$ cat src/rtl/vga_sprite_layer.sv
// vga_sprite_layer
//   Multi-sprite draw stage for the VGA pixel pipeline. Each of SPRITES
//   sprites reads its own ROM. Sprite 0 has the highest priority, and
//   pixels equal to KEY_RGB are transparent. Sprite positions and enables
//   are sampled once per frame, on the rising edge of vblnk_in, so a sprite
//   never tears partway through a frame. Collisions between opaque sprite
//   pixels are gathered over a frame and reported when the delayed vblank
//   rises. All timing signals pass through with a latency of two clocks.
//
// Ports
//   clk, rst_n            pixel clock, asynchronous active-low reset
//   hcount_in/vcount_in   pixel coordinates (11 bit)
//   hsync_in/vsync_in     sync timing
//   hblnk_in/vblnk_in     blanking timing
//   rgb_in                background pixel (12 bit)
//   x_pos/y_pos           per-sprite top-left position, 12 bits per sprite
//   sprite_en             per-sprite enable
//   pixel_addr            per-sprite ROM address, ADDR_W bits per sprite
//   rgb_pixel             per-sprite ROM data, valid one clock after address
//   *_out                 timing and pixel outputs delayed by two clocks
//   collision_mask        sprites that collided in the last completed frame
//   frame_tick            one-clock pulse when collision_mask updates
module vga_sprite_layer #(
  parameter int          SPRITES = 2,
  parameter int          SPR_W   = 48,
  parameter int          SPR_H   = 64,
  parameter int          ADDR_W  = 12,
  parameter logic [11:0] KEY_RGB = 12'h0F0
) (
  input  logic                        clk,
  input  logic                        rst_n,
  input  logic [10:0]                 hcount_in,
  input  logic [10:0]                 vcount_in,
  input  logic                        hsync_in,
  input  logic                        vsync_in,
  input  logic                        hblnk_in,
  input  logic                        vblnk_in,
  input  logic [11:0]                 rgb_in,
  input  logic [SPRITES*12-1:0]       x_pos,
  input  logic [SPRITES*12-1:0]       y_pos,
  input  logic [SPRITES-1:0]          sprite_en,
  output logic [SPRITES*ADDR_W-1:0]   pixel_addr,
  input  logic [SPRITES*12-1:0]       rgb_pixel,
  output logic [10:0]                 hcount_out,
  output logic [10:0]                 vcount_out,
  output logic                        hsync_out,
  output logic                        vsync_out,
  output logic                        hblnk_out,
  output logic                        vblnk_out,
  output logic [11:0]                 rgb_out,
  output logic [SPRITES-1:0]          collision_mask,
  output logic                        frame_tick
);

  logic [SPRITES*12-1:0]     x_sh;
  logic [SPRITES*12-1:0]     y_sh;
  logic [SPRITES-1:0]        en_sh;

  logic [10:0]               hcount_d1;
  logic [10:0]               vcount_d1;
  logic                      hsync_d1;
  logic                      vsync_d1;
  logic                      hblnk_d1;
  logic                      vblnk_d1;
  logic [11:0]               rgb_d1;
  logic [SPRITES-1:0]        hit_d1;

  logic [12:0]               h13;
  logic [12:0]               v13;
  logic [12:0]               x13;
  logic [12:0]               y13;
  logic [SPRITES-1:0]        hit_c;
  logic [SPRITES*ADDR_W-1:0] addr_c;

  logic [SPRITES-1:0]        opaque_c;
  logic [SPRITES-1:0]        coll_c;
  logic [SPRITES-1:0]        acc;
  logic [11:0]               rgb_c;
  logic                      latch_rise;
  logic                      frame_rise;

  // vblnk_d1 holds the previous vblnk_in, and vblnk_out holds the previous
  // stage-2 vblank. Comparing against them gives the two rising edges.
  assign latch_rise = vblnk_in & ~vblnk_d1;
  assign frame_rise = vblnk_d1 & ~vblnk_out;

  // Compare in 13 bits so that x+SPR_W near 4095 cannot wrap. A sprite that
  // hangs off the right or bottom edge is clipped, not wrapped around.
  assign h13 = {2'b00, hcount_in};
  assign v13 = {2'b00, vcount_in};

  always_comb begin
    hit_c  = '0;
    addr_c = '0;
    x13    = '0;
    y13    = '0;
    for (int i = 0; i < SPRITES; i++) begin
      x13 = {1'b0, x_sh[12*i +: 12]};
      y13 = {1'b0, y_sh[12*i +: 12]};
      if (en_sh[i] && !hblnk_in && !vblnk_in &&
          (h13 >= x13) && (h13 < x13 + 13'(SPR_W)) &&
          (v13 >= y13) && (v13 < y13 + 13'(SPR_H))) begin
        hit_c[i] = 1'b1;
        addr_c[ADDR_W*i +: ADDR_W] =
          ADDR_W'(32'(v13 - y13) * 32'(SPR_W) + 32'(h13 - x13));
      end
    end
  end

  // The shadow registers load only on the vblank rise. The stage-1 compare
  // then sees a position set that stays fixed for the whole frame.
  always_ff @(posedge clk or negedge rst_n) begin
    if (!rst_n) begin
      x_sh  <= '0;
      y_sh  <= '0;
      en_sh <= '0;
    end else if (latch_rise) begin
      x_sh  <= x_pos;
      y_sh  <= y_pos;
      en_sh <= sprite_en;
    end
  end

  // Stage 1: delay the timing signals and issue the ROM addresses.
  always_ff @(posedge clk or negedge rst_n) begin
    if (!rst_n) begin
      hcount_d1  <= '0;
      vcount_d1  <= '0;
      hsync_d1   <= 1'b0;
      vsync_d1   <= 1'b0;
      hblnk_d1   <= 1'b0;
      vblnk_d1   <= 1'b0;
      rgb_d1     <= '0;
      hit_d1     <= '0;
      pixel_addr <= '0;
    end else begin
      hcount_d1  <= hcount_in;
      vcount_d1  <= vcount_in;
      hsync_d1   <= hsync_in;
      vsync_d1   <= vsync_in;
      hblnk_d1   <= hblnk_in;
      vblnk_d1   <= vblnk_in;
      rgb_d1     <= rgb_in;
      hit_d1     <= hit_c;
      pixel_addr <= addr_c;
    end
  end

  // The loop runs from the lowest priority up, so the lowest-index opaque
  // sprite is assigned last and wins. A collision is recorded only when
  // more than one opaque bit is set (x & (x-1) is non-zero).
  always_comb begin
    opaque_c = '0;
    rgb_c    = rgb_d1;
    for (int i = SPRITES - 1; i >= 0; i--) begin
      opaque_c[i] = hit_d1[i] && (rgb_pixel[12*i +: 12] != KEY_RGB);
      if (opaque_c[i]) begin
        rgb_c = rgb_pixel[12*i +: 12];
      end
    end
    if (hblnk_d1 || vblnk_d1) begin
      rgb_c = 12'h000;
    end
    coll_c = ((opaque_c & (opaque_c - SPRITES'(1))) != '0) ? opaque_c : '0;
  end

  // Stage 2: register the outputs. On the delayed vblank rise, report the
  // accumulator, including any collision from the same cycle, and restart
  // accumulation from that cycle's collision bits.
  always_ff @(posedge clk or negedge rst_n) begin
    if (!rst_n) begin
      hcount_out     <= '0;
      vcount_out     <= '0;
      hsync_out      <= 1'b0;
      vsync_out      <= 1'b0;
      hblnk_out      <= 1'b0;
      vblnk_out      <= 1'b0;
      rgb_out        <= '0;
      acc            <= '0;
      collision_mask <= '0;
      frame_tick     <= 1'b0;
    end else begin
      hcount_out <= hcount_d1;
      vcount_out <= vcount_d1;
      hsync_out  <= hsync_d1;
      vsync_out  <= vsync_d1;
      hblnk_out  <= hblnk_d1;
      vblnk_out  <= vblnk_d1;
      rgb_out    <= rgb_c;
      if (frame_rise) begin
        collision_mask <= acc | coll_c;
        frame_tick     <= 1'b1;
        acc            <= coll_c;
      end else begin
        frame_tick     <= 1'b0;
        acc            <= acc | coll_c;
      end
    end
  end

endmodule

$ cat config.mk
export PLATFORM = sky130hd
export DESIGN_NAME = vga_sprite_layer
export DESIGN_NICKNAME = d
export VERILOG_FILES = /design/src/rtl/vga_sprite_layer.sv
export SDC_FILE = /design/constraint.sdc
export NUM_CORES = 1
export LEC_CHECK = 0
export CAP_MARGIN = 20
export CELL_PAD_IN_SITES_DETAIL_PLACEMENT = 1
export CELL_PAD_IN_SITES_GLOBAL_PLACEMENT = 2
export CORE_MARGIN = 5
export CORE_UTILIZATION = 30
export CTS_CLUSTER_SIZE = 40
export DETAILED_ROUTE_END_ITERATION = 16
export GPL_TIMING_DRIVEN = 1
export PLACE_DENSITY = 0.82
export SETUP_SLACK_MARGIN = 0.4
export SLEW_MARGIN = 20
export SYNTH_ARGS = -nofsm -noshare
export SYNTH_HDL_FRONTEND = slang
export SYNTH_SLANG_ARGS = --single-unit
$ cat constraint.sdc
create_clock -name clk -period 3.5 [get_ports clk]
set_input_delay 0.7 -clock clk [delete_from_list [all_inputs] [get_ports clk]]
set_output_delay 0.7 -clock clk [all_outputs]
set_load 0.01 [all_outputs]
Word-level counts from Yosys, hierarchy flattened

Index checks and enable logic that the tools add are counted.

Logic and storage cells: 79
Bits of input ports: 114
Register bits: 157
Output and inout bits: 65

Reductions and logical operators: 18
Add/sub/neg operators: 11
Multiplexer cells: 10
Equal/unequal tests: 2
$mul: 2
Bitwise operators: 6
Magnitude comparators: 8

Operators by type and width:

| kind                    | number |
|---|---|
| $mul A32 B2 Y8 const B  | 2 |
| $mux W12                | 5 |
| $lt A11 B13 Y1          | 4 |
| $ge A11 B12 Y1          | 4 |
| $add A12 B6 Y13 const B | 2 |
| $add A12 B7 Y13 const B | 2 |
| $sub A11 B12 Y13        | 2 |
| $add A12 B12 Y12        | 2 |
| $ne A12 B8 Y1 const B   | 2 |
| $sub A11 B12 Y12        | 2 |
| $logic_and A1 B1 Y1     | 14 |
| $mux W2                 | 2 |
| $mux W1                 | 3 |
| $and A1 B1 Y1           | 2 |
| $and A2 B2 Y2           | 1 |
| $logic_not A1 Y1        | 2 |
| $not A1 Y1              | 2 |
| $or A2 B2 Y2            | 1 |
| $reduce_bool A2 Y1      | 1 |
| $sub A2 B1 Y2 const B   | 1 |
| $logic_or A1 B1 Y1      | 1 |

Depth between registers and ports, before layout

Gate-level depths: netlist (run 1).

Word-level depth: 8
Depth in mapped cells: 20
Gate-level depth less buffers: 20

Worst setup path after synthesis (run 1)

Ideal clock, no wire load.

Path kind: in2reg
From: in vcount_in[0]
To: reg pixel_addr[11]
Buffers on the path: 0
Library setup time: 0.119 ns
Stages on the path: 19
Required time: 3.381 ns
Arrival: 4.116 ns
Path slack: -0.735 ns
Path through: inv_1 -> ha_1 -> inv_1 -> fa_1 -> xor2_1 -> ha_1 -> a21o_1 -> a21oi_1 -> o21bai_1 -> a21oi_1 -> xnor2_1 -> fa_1 -> xor2_1 -> xnor2_1 -> nand2_1 -> o2bb2ai_1 -> xnor3_1 -> xor2_1 -> and2_1

Longest elaborated chain between the ends: 4
Elaborated cells on any way between the ends: 8
Classes of those cells: 2 x add/sub; 1 x mul; 2 x order compare; 1 x mux; 2 x reduce/logical

RTL lines:

| item                                                    | RTL line | RTL |
|---|---|---|
| start: declaration                                      | 33       | `input logic [10:0] vcount_in,` |
| $sub A11 B12 Y13 or $ge A11 B12 Y1 (tied branches)      | 105, 102 |  |
| $mul A32 B2 Y8 or $logic_and A1 B1 Y1 (tied branches)   | 105, 101 |  |
| $add A12 B12 Y12 or $logic_and A1 B1 Y1 (tied branches) | 105, 102 |  |
| $mux W12 (*)                                            | 100      | `if (en_sh[i] && !hblnk_in && !vblnk_in &&` |
| net addr_c[11]                                          | 73       | `logic [SPRITES*ADDR_W-1:0] addr_c;` |
| end signal: assignment                                  | 145      | `pixel_addr <= addr_c;` |
| end: declaration                                        | 42       | `output logic [SPRITES*ADDR_W-1:0] pixel_addr,` |

Mark *: on every way through the listed nets, which the timed path passes. The rest lies on a longest branch.
A chain may end at the register's enable or synchronous reset.

Worst setup path after layout (run 1)

Same ends and word-level chain as after synthesis.

==> reports/metrics.csv, run 1 <==
stage,metric,value,unit
power_and_ir_drop,PwrDens,720,nW/um^2
timing,fin crit share,110,%
placed_design,post-DP HPWL,21600,um
critical_path,worst path arrival time,4.20,ns
critical_path,worst reg2reg setup slack,-0.30,ns
run_status,failing checks,negative setup slack,
timing,Max Fclk,259,MHz
clock_network,CTS Buf Count,17,
clock_network,CTS Hold Bufs,0,
timing,Hold Fails Final Rpt,0,
critical_path,Crit Path Max Fanout,3,
die,total die area,34100,sq um
clock_network,Clock Latency Late Sink,0.44,ns
timing,Min Hold Slack,0.324,ns
placed_design,dpl cells,1520,
global_route,initial antenna violation count,0,
critical_path,worst r2r src,y_sh[0]$_DFFE_PN0P_,
critical_path,CP Depth,18,
routing,DRC violations left,0,
synth,Post-Synthesis Cells,853,
timing,Final WS setup,-0.365,ns
die,CORE AREA,30300,sq um
critical_path,reg2reg end,pixel_addr[11]$_DFF_PN0_,
synth,synthesized area,9140,sq um
clock_network,H-tree depth,4,
synth,dominant synthesized flop cell,dfrtp_1,
critical_path,Startpoint Class,input pin,
synth,#FFs+latches synth,157,
die,die width,185,um
timing,RSZ-0062 raised after global routing,yes,
power_and_ir_drop,P_leak,6.13,nW
global_route,gr ovfl total,0,
critical_path,Setup crit end,pixel_addr[11]$_DFF_PN0_,
routing,Iter 0 DRT Violations,287,
critical_path,worst endpoint required time,3.84,ns
routing,ANT nets after route,0,
finish,area grow syn2layout,51.3,%
hold_path,Hold Crit Class,input pin to asynchronous set/reset pin,
critical_path,Slowest Stage Delay on Critical Path,0.61,ns
timing,Fin Setup TNS,-1.72,ns
die,I/O pin count,179,
power_and_ir_drop,Max VDD drop,430,uV
clock_network,Clock Tree Buf Depth,2,
finish,Final Util,45.6,%
finish,final std cells w/o fill,1581,
critical_path,CP top delay family,adder cells,
timing,pins over their slew limit,0,
timing,Slew HR,31.4,%
synth,Syn Nets,1097,
timing,Final setup viols,7,
synth,"Distinct cells, synth",66,
finish,"commonest non-fill, non-tap cell in the layout",clkdlybuf4s50_1,
routing,Via density,4.78,
finish,fraction of layout cells with a size suffix above 1,26.7,%
global_route,largest net degree at the start of global routing,89,
finish,Final Net Count,1416,
critical_path,R2R cell count,15,
critical_path,critical path's slowest cell,fa_2,
synth,sequential share of the synthesized area,43.0,%
placed_design,Final GP Congestion,0.821,
routing,WL/cell,18.2,um
run_status,status,"finished, violations left",
timing,Final min period,3.87,ns
clock_network,CTS Root Cell,clkbuf_16,
synth,yosys warns,0,
routing,Pre-antenna DRT Iters,4,
placed_design,IO Port Bufs,178,
critical_path,nature of the critical path endpoint,flip-flop,
critical_path,worst path cell trace,buf_6 -> buf_8 -> inv_12 -> ha_4 -> inv_2 -> fa_2 -> ha_4 -> inv_2 -> fa_2 -> inv_2 -> fa_1 -> ha_4 -> o21a_1 -> o21a_1 -> a21oi_2 -> o21ai_1 -> xor2_1 -> and2_1,
global_route,first-pass GRT wire length,44500,um
clock_network,Worst-path clk slew,0.08,ns
die,Starting Density,30.1,%
die,num rows,64,
routing,DRT Wirelength,28900,um
clock_network,Clock Sink Count,157,
critical_path,worst setup path start,vcount_in[0],
synth,Syn Area/Cell,10.7,sq um
synth,Post-synth EDFFs,0,
timing,clock skew,0.0166,ns
clock_network,TritonCTS clock tree,built,
synth,"FFs w/ async S/R, synth",100,%
finish,diodes inserted,0,
flow_run,Max Cap Violations,0,
critical_path,WP buf/inv,6,
global_route,number of global-route vias before repair,8410,
critical_path,Worst Setup Path Type,input pin to flip-flop,
routing,via count,7564,
global_route,gr usage total,16.8,%
timing,Tightest Pin Transition,1.03,ns
finish,"commonest cells after routing, fill and taps aside","clkdlybuf4s50_1 (166), dfrtp_1 (156), buf_4 (115)",
die,Die Y,185,um
-- how the worst min path moves through the flow --
stage	endpoint	depth (start not counted)	start
6_report	vsync_out$_DFF_PN0_	1	rst_n
4_1_cts	vsync_out$_DFF_PN0_	1	rst_n
5_1_grt	vsync_out$_DFF_PN0_	0	vsync_d1$_DFF_PN0_
3_3_place_gp	vcount_out[3]$_DFF_PN0_	0	vcount_d1[3]$_DFF_PN0_
2_1_floorplan	hcount_out[0]$_DFF_PN0_	0	hcount_d1[0]$_DFF_PN0_
3_5_place_dp	hcount_out[2]$_DFF_PN0_	0	hcount_d1[2]$_DFF_PN0_
-- report_power, final --
group	internal [W]	total, W	switching (W)
Clock	0.000940	0.00177	0.000831
Sequential	0.00194	0.00201	0.0000766
Combinational	0.00345	0.00617	0.00272
-- worst reg2reg max path: cells and delay by family, from the launching register on --
kind	cells	cell delay, ns
buf+inv	3	0.10
flops	1	0.42
xor+xnor	1	0.17
fa+ha+maj	6	2.20
compound gates	4	0.65
simple gates	1	0.16
-- metal layers --
metal	GRT usage, %	up-vias	routed length [um]
li1	-	3590	-
met1	20.3	3789	12000
met2	30.7	152	15000
met3	3.20	33	1270
met4	4.11	0	534
met5	0	-	0
-- Yosys cell counts, drive strengths merged (9+ instances only) --
| cell type | count | area [sq um] |
|---|---|---|
| fa | 26 | 521 |
| xnor2 | 37 | 324 |
| a211oi | 15 | 118 |
| nand2 | 67 | 251 |
| o21a | 14 | 105 |
| inv | 89 | 334 |
| a21oi | 38 | 190 |
| a21o | 10 | 75.1 |
| dfrtp | 157 | 3930 |
| clkbuf | 12 | 45.0 |
| mux2 | 11 | 128 |
| ha | 104 | 1300 |
| xor2 | 11 | 96.3 |
| mux2i | 14 | 140 |
| nand2b | 9 | 56.3 |
| nor3 | 14 | 70.1 |
| and2 | 17 | 109 |
| nor2 | 25 | 93.8 |
| nand3 | 17 | 90.1 |
| o21bai | 10 | 75.1 |
| nor2b | 13 | 81.3 |
| o21ai | 70 | 350 |
-- kinds of logic after synthesis --
kind of cell | Yosys count | synth area share, %
flip-flops | 157 | 43.0
AO/OA/AOI/OAI | 193 | 13.8
buffers and inverters | 105 | 4.45
adder cells (fa/ha/maj) | 130 | 19.9
multiplexers | 25 | 2.93
AND/OR/NAND/NOR | 194 | 11.0
XOR/XNOR | 49 | 4.85
-- repair_timing --
action,in CTS,in global routing
gates cloned,1,0
hold endpoints to repair,0,0
pin swaps,73,51
gates resized for setup,89,57
endpoints found under the setup margin,26,26
setup buffers,18,10
-- flip-flops by register name, indices dropped and copies added (netlist names) --
register        flops
hcount_out         11
y_sh               24
hit_d1              2
hsync_d1            1
frame_tick          1
en_sh               2
collision_mask      2
hsync_out           1
hblnk_out           1
vsync_d1            1
vsync_out           1
hblnk_d1            1
acc                 2
hcount_d1          11
vblnk_d1            1
x_sh               24
rgb_out            12
vcount_d1          11
pixel_addr         24
rgb_d1             12
vblnk_out           1
vcount_out         11
-- cell type report --
| cell class | instances | area (sq um) |
|---|---|---|
| multi-input combinational | 591 | 5550 |
| timing repair buffer | 316 | 2960 |
| fill | 3282 | 16500 |
| tap | 396 | 495 |
| inverter | 89 | 347 |
| clock buffer | 18 | 439 |
| clock inverter | 14 | 109 |
| sequential | 157 | 3930 |
-- through the flow --
step | cell area (sq um) | total power, W | setup slack (ns)
floorplan | 9320 | 0.00492 | -0.459
global placement | 12400 | 0.00650 | -1.22
detailed placement | 12400 | 0.00667 | -1.34
CTS | 13500 | 0.00942 | -0.356
global route | 13800 | 0.0106 | -0.488
finish | 13800 | 0.00995 | -0.365
(Power assumes the default switching activity.)
==> run 2: changes to the inputs <==
--- a/config.mk
+++ b/config.mk
@@ -15,6 +15,7 @@
 export GPL_TIMING_DRIVEN = 1
 export PLACE_DENSITY = 0.82
 export SETUP_SLACK_MARGIN = 0.4
+export SKIP_CTS_REPAIR_TIMING = 1
 export SLEW_MARGIN = 20
 export SYNTH_ARGS = -nofsm -noshare
 export SYNTH_HDL_FRONTEND = slang
==> run 2 against run 1 <==
The flow still finishes with violations (negative setup slack). Sequential share of layout area rose by 0.47 points. Utilization is 0.74 points lower. Via count fell by 1.7%. Cell area shrank 1.6%. Count of clock-buffer cells in the layout unchanged. Non-clock buffer count down 17. Largest cell class unchanged. Wire length decreased by 3.0%. Power down 4.6%.
==> reports/metrics.csv, run 2 (same netlist as run 1, synthesis figures left out) <==
stage,metric,value,unit
run_status,status,"finished, violations left",
run_status,failing checks,negative setup slack,
critical_path,nature of the critical path endpoint,flip-flop,
routing,Iter 0 DRT Violations,282,
critical_path,worst setup path start,vcount_in[0],
placed_design,Final GP Congestion,0.821,
critical_path,worst r2r src,y_sh[0]$_DFFE_PN0P_,
timing,clock skew,0.0141,ns
critical_path,Worst Setup Path Type,input pin to flip-flop,
clock_network,Worst-path clk slew,0.08,ns
power_and_ir_drop,Max VDD drop,442,uV
critical_path,worst endpoint required time,3.84,ns
global_route,initial antenna violation count,0,
die,I/O pin count,179,
die,Die Y,185,um
critical_path,CP Depth,22,
critical_path,R2R cell count,19,
global_route,number of global-route vias before repair,8072,
hold_path,Hold Crit Class,input pin to asynchronous set/reset pin,
finish,diodes inserted,0,
timing,RSZ-0062 raised after global routing,yes,
clock_network,CTS Buf Count,17,
timing,pins over their slew limit,0,
clock_network,Clock Latency Late Sink,0.44,ns
critical_path,CP top delay family,adder cells,
placed_design,Place WS,-1.34,ns
critical_path,Setup crit end,pixel_addr[11]$_DFF_PN0_,
die,total die area,34100,sq um
routing,DRT Wirelength,28000,um
die,CORE AREA,30300,sq um
timing,Final min period,3.93,ns
critical_path,Slowest Stage Delay on Critical Path,0.39,ns
clock_network,TritonCTS clock tree,built,
finish,largest registers,"pixel_addr: 24 flops, x_sh: 24 flops, y_sh: 24 flops",
critical_path,Startpoint Class,input pin,
die,die width,185,um
finish,fraction of layout cells with a size suffix above 1,24.3,%
clock_network,Clock Tree Buf Depth,2,
routing,Pre-antenna DRT Iters,4,
timing,Final setup viols,9,
global_route,gr usage total,16.2,%
critical_path,critical path's slowest cell,fa_2,
routing,WL/cell,17.9,um
routing,DRC violations left,0,
critical_path,Crit Path Max Fanout,3,
critical_path,worst path arrival time,4.26,ns
die,Starting Density,30.1,%
timing,Max Fclk,255,MHz
power_and_ir_drop,PwrDens,698,nW/um^2
placed_design,IO Port Bufs,178,
finish,area grow syn2layout,48.8,%
timing,Hold Fails Final Rpt,0,
critical_path,worst reg2reg setup slack,-0.36,ns
finish,Final Net Count,1399,
global_route,gr ovfl total,0,
timing,fin crit share,112,%
routing,via count,7433,
timing,Fin Setup TNS,-1.91,ns
timing,Final WS setup,-0.427,ns
power_and_ir_drop,P_leak,6.05,nW
routing,Via density,4.75,
routing,ANT nets after route,0,
die,num rows,64,
timing,Min Hold Slack,0.318,ns
timing,Tightest Pin Transition,1.04,ns
critical_path,WP buf/inv,5,
global_route,first-pass GRT wire length,42900,um
clock_network,CTS Root Cell,clkbuf_16,
critical_path,worst path cell trace,buf_6 -> buf_8 -> inv_12 -> ha_4 -> inv_2 -> fa_2 -> a21o_1 -> a21oi_2 -> xnor2_2 -> ha_1 -> inv_1 -> o21bai_1 -> a21oi_2 -> xnor2_2 -> fa_2 -> xor2_1 -> xnor2_1 -> a21oi_1 -> o2bb2ai_2 -> xnor3_1 -> xor2_1 -> and2_1,
flow_run,Max Cap Violations,0,
timing,Slew HR,30.6,%
critical_path,reg2reg end,pixel_addr[11]$_DFF_PN0_,
finish,"commonest non-fill, non-tap cell in the layout",clkdlybuf4s50_1,
clock_network,Clock Sink Count,157,
placed_design,post-DP HPWL,21600,um
finish,"commonest cells after routing, fill and taps aside","clkdlybuf4s50_1 (167), dfrtp_1 (156), buf_4 (107)",
global_route,largest net degree at the start of global routing,89,
clock_network,H-tree depth,4,
-- run 2: cell types whose count changed in the layout (fill, tap and decap cells not counted), moves of 2 or more --
cell,change
nor2_1,+3
inv_2,-4
buf_4,-8
nor2_2,-3
dlymetal6s2s_1,+3
dlygate4sd2_1,-2
buf_6,-9
a21oi_1,+4
a21oi_2,-4
inv_1,+4
-- run 2: final cells by class --
class | instances | area, sq um
repair buffers | 299 | 2800
clock buffers | 18 | 439
multi-input cells | 591 | 5480
well taps | 396 | 495
fillers | 3295 | 16700
inverters | 89 | 347
clock inverters | 14 | 109
flip-flops and latches | 157 | 3930
-- run 2: how the worst min path moves through the flow --
| stage | endpoint | cells past startpoint | slack [ns] | from |
|---|---|---|---|---|
| finish | vsync_out$_DFF_PN0_ | 1 | 0.32 | rst_n |
| global route | vsync_out$_DFF_PN0_ | 0 | 0.35 | vsync_d1$_DFF_PN0_ |
| CTS | vsync_out$_DFF_PN0_ | 1 | 0.35 | rst_n |
| detailed placement | hcount_out[2]$_DFF_PN0_ | 0 | 0.34 | hcount_d1[2]$_DFF_PN0_ |
| global placement | vcount_out[3]$_DFF_PN0_ | 0 | 0.33 | vcount_d1[3]$_DFF_PN0_ |
| floorplan | hcount_out[0]$_DFF_PN0_ | 0 | 0.33 | hcount_d1[0]$_DFF_PN0_ |
-- run 2: metal layers --
layer  global-route usage, %  wire [um]  vias up
li1                        -          -     3552
met1                    20.1      11900     3719
met2                    28.9      14500      136
met3                    3.04       1190       26
met4                    3.93        447        0
met5                       0          0        -
-- run 2: report_power, final --
| group | switching [W] | internal [W] |
|---|---|---|
| Sequential | 0.0000764 | 0.00194 |
| Combinational | 0.00257 | 0.00314 |
| Clock | 0.000834 | 0.000940 |
-- run 2: per-stage QoR --
stage	power [W]	utilization [%]	instance area, sq um	std cells
2_1_floorplan	0.00492	-	9320	853
6_report	0.00950	44.8	13600	1564
5_1_grt	0.0102	44.8	13600	1564
3_3_place_gp	0.00650	40.9	12400	1520
4_1_cts	0.00851	42.7	13000	1552
3_5_place_dp	0.00667	40.9	12400	1520
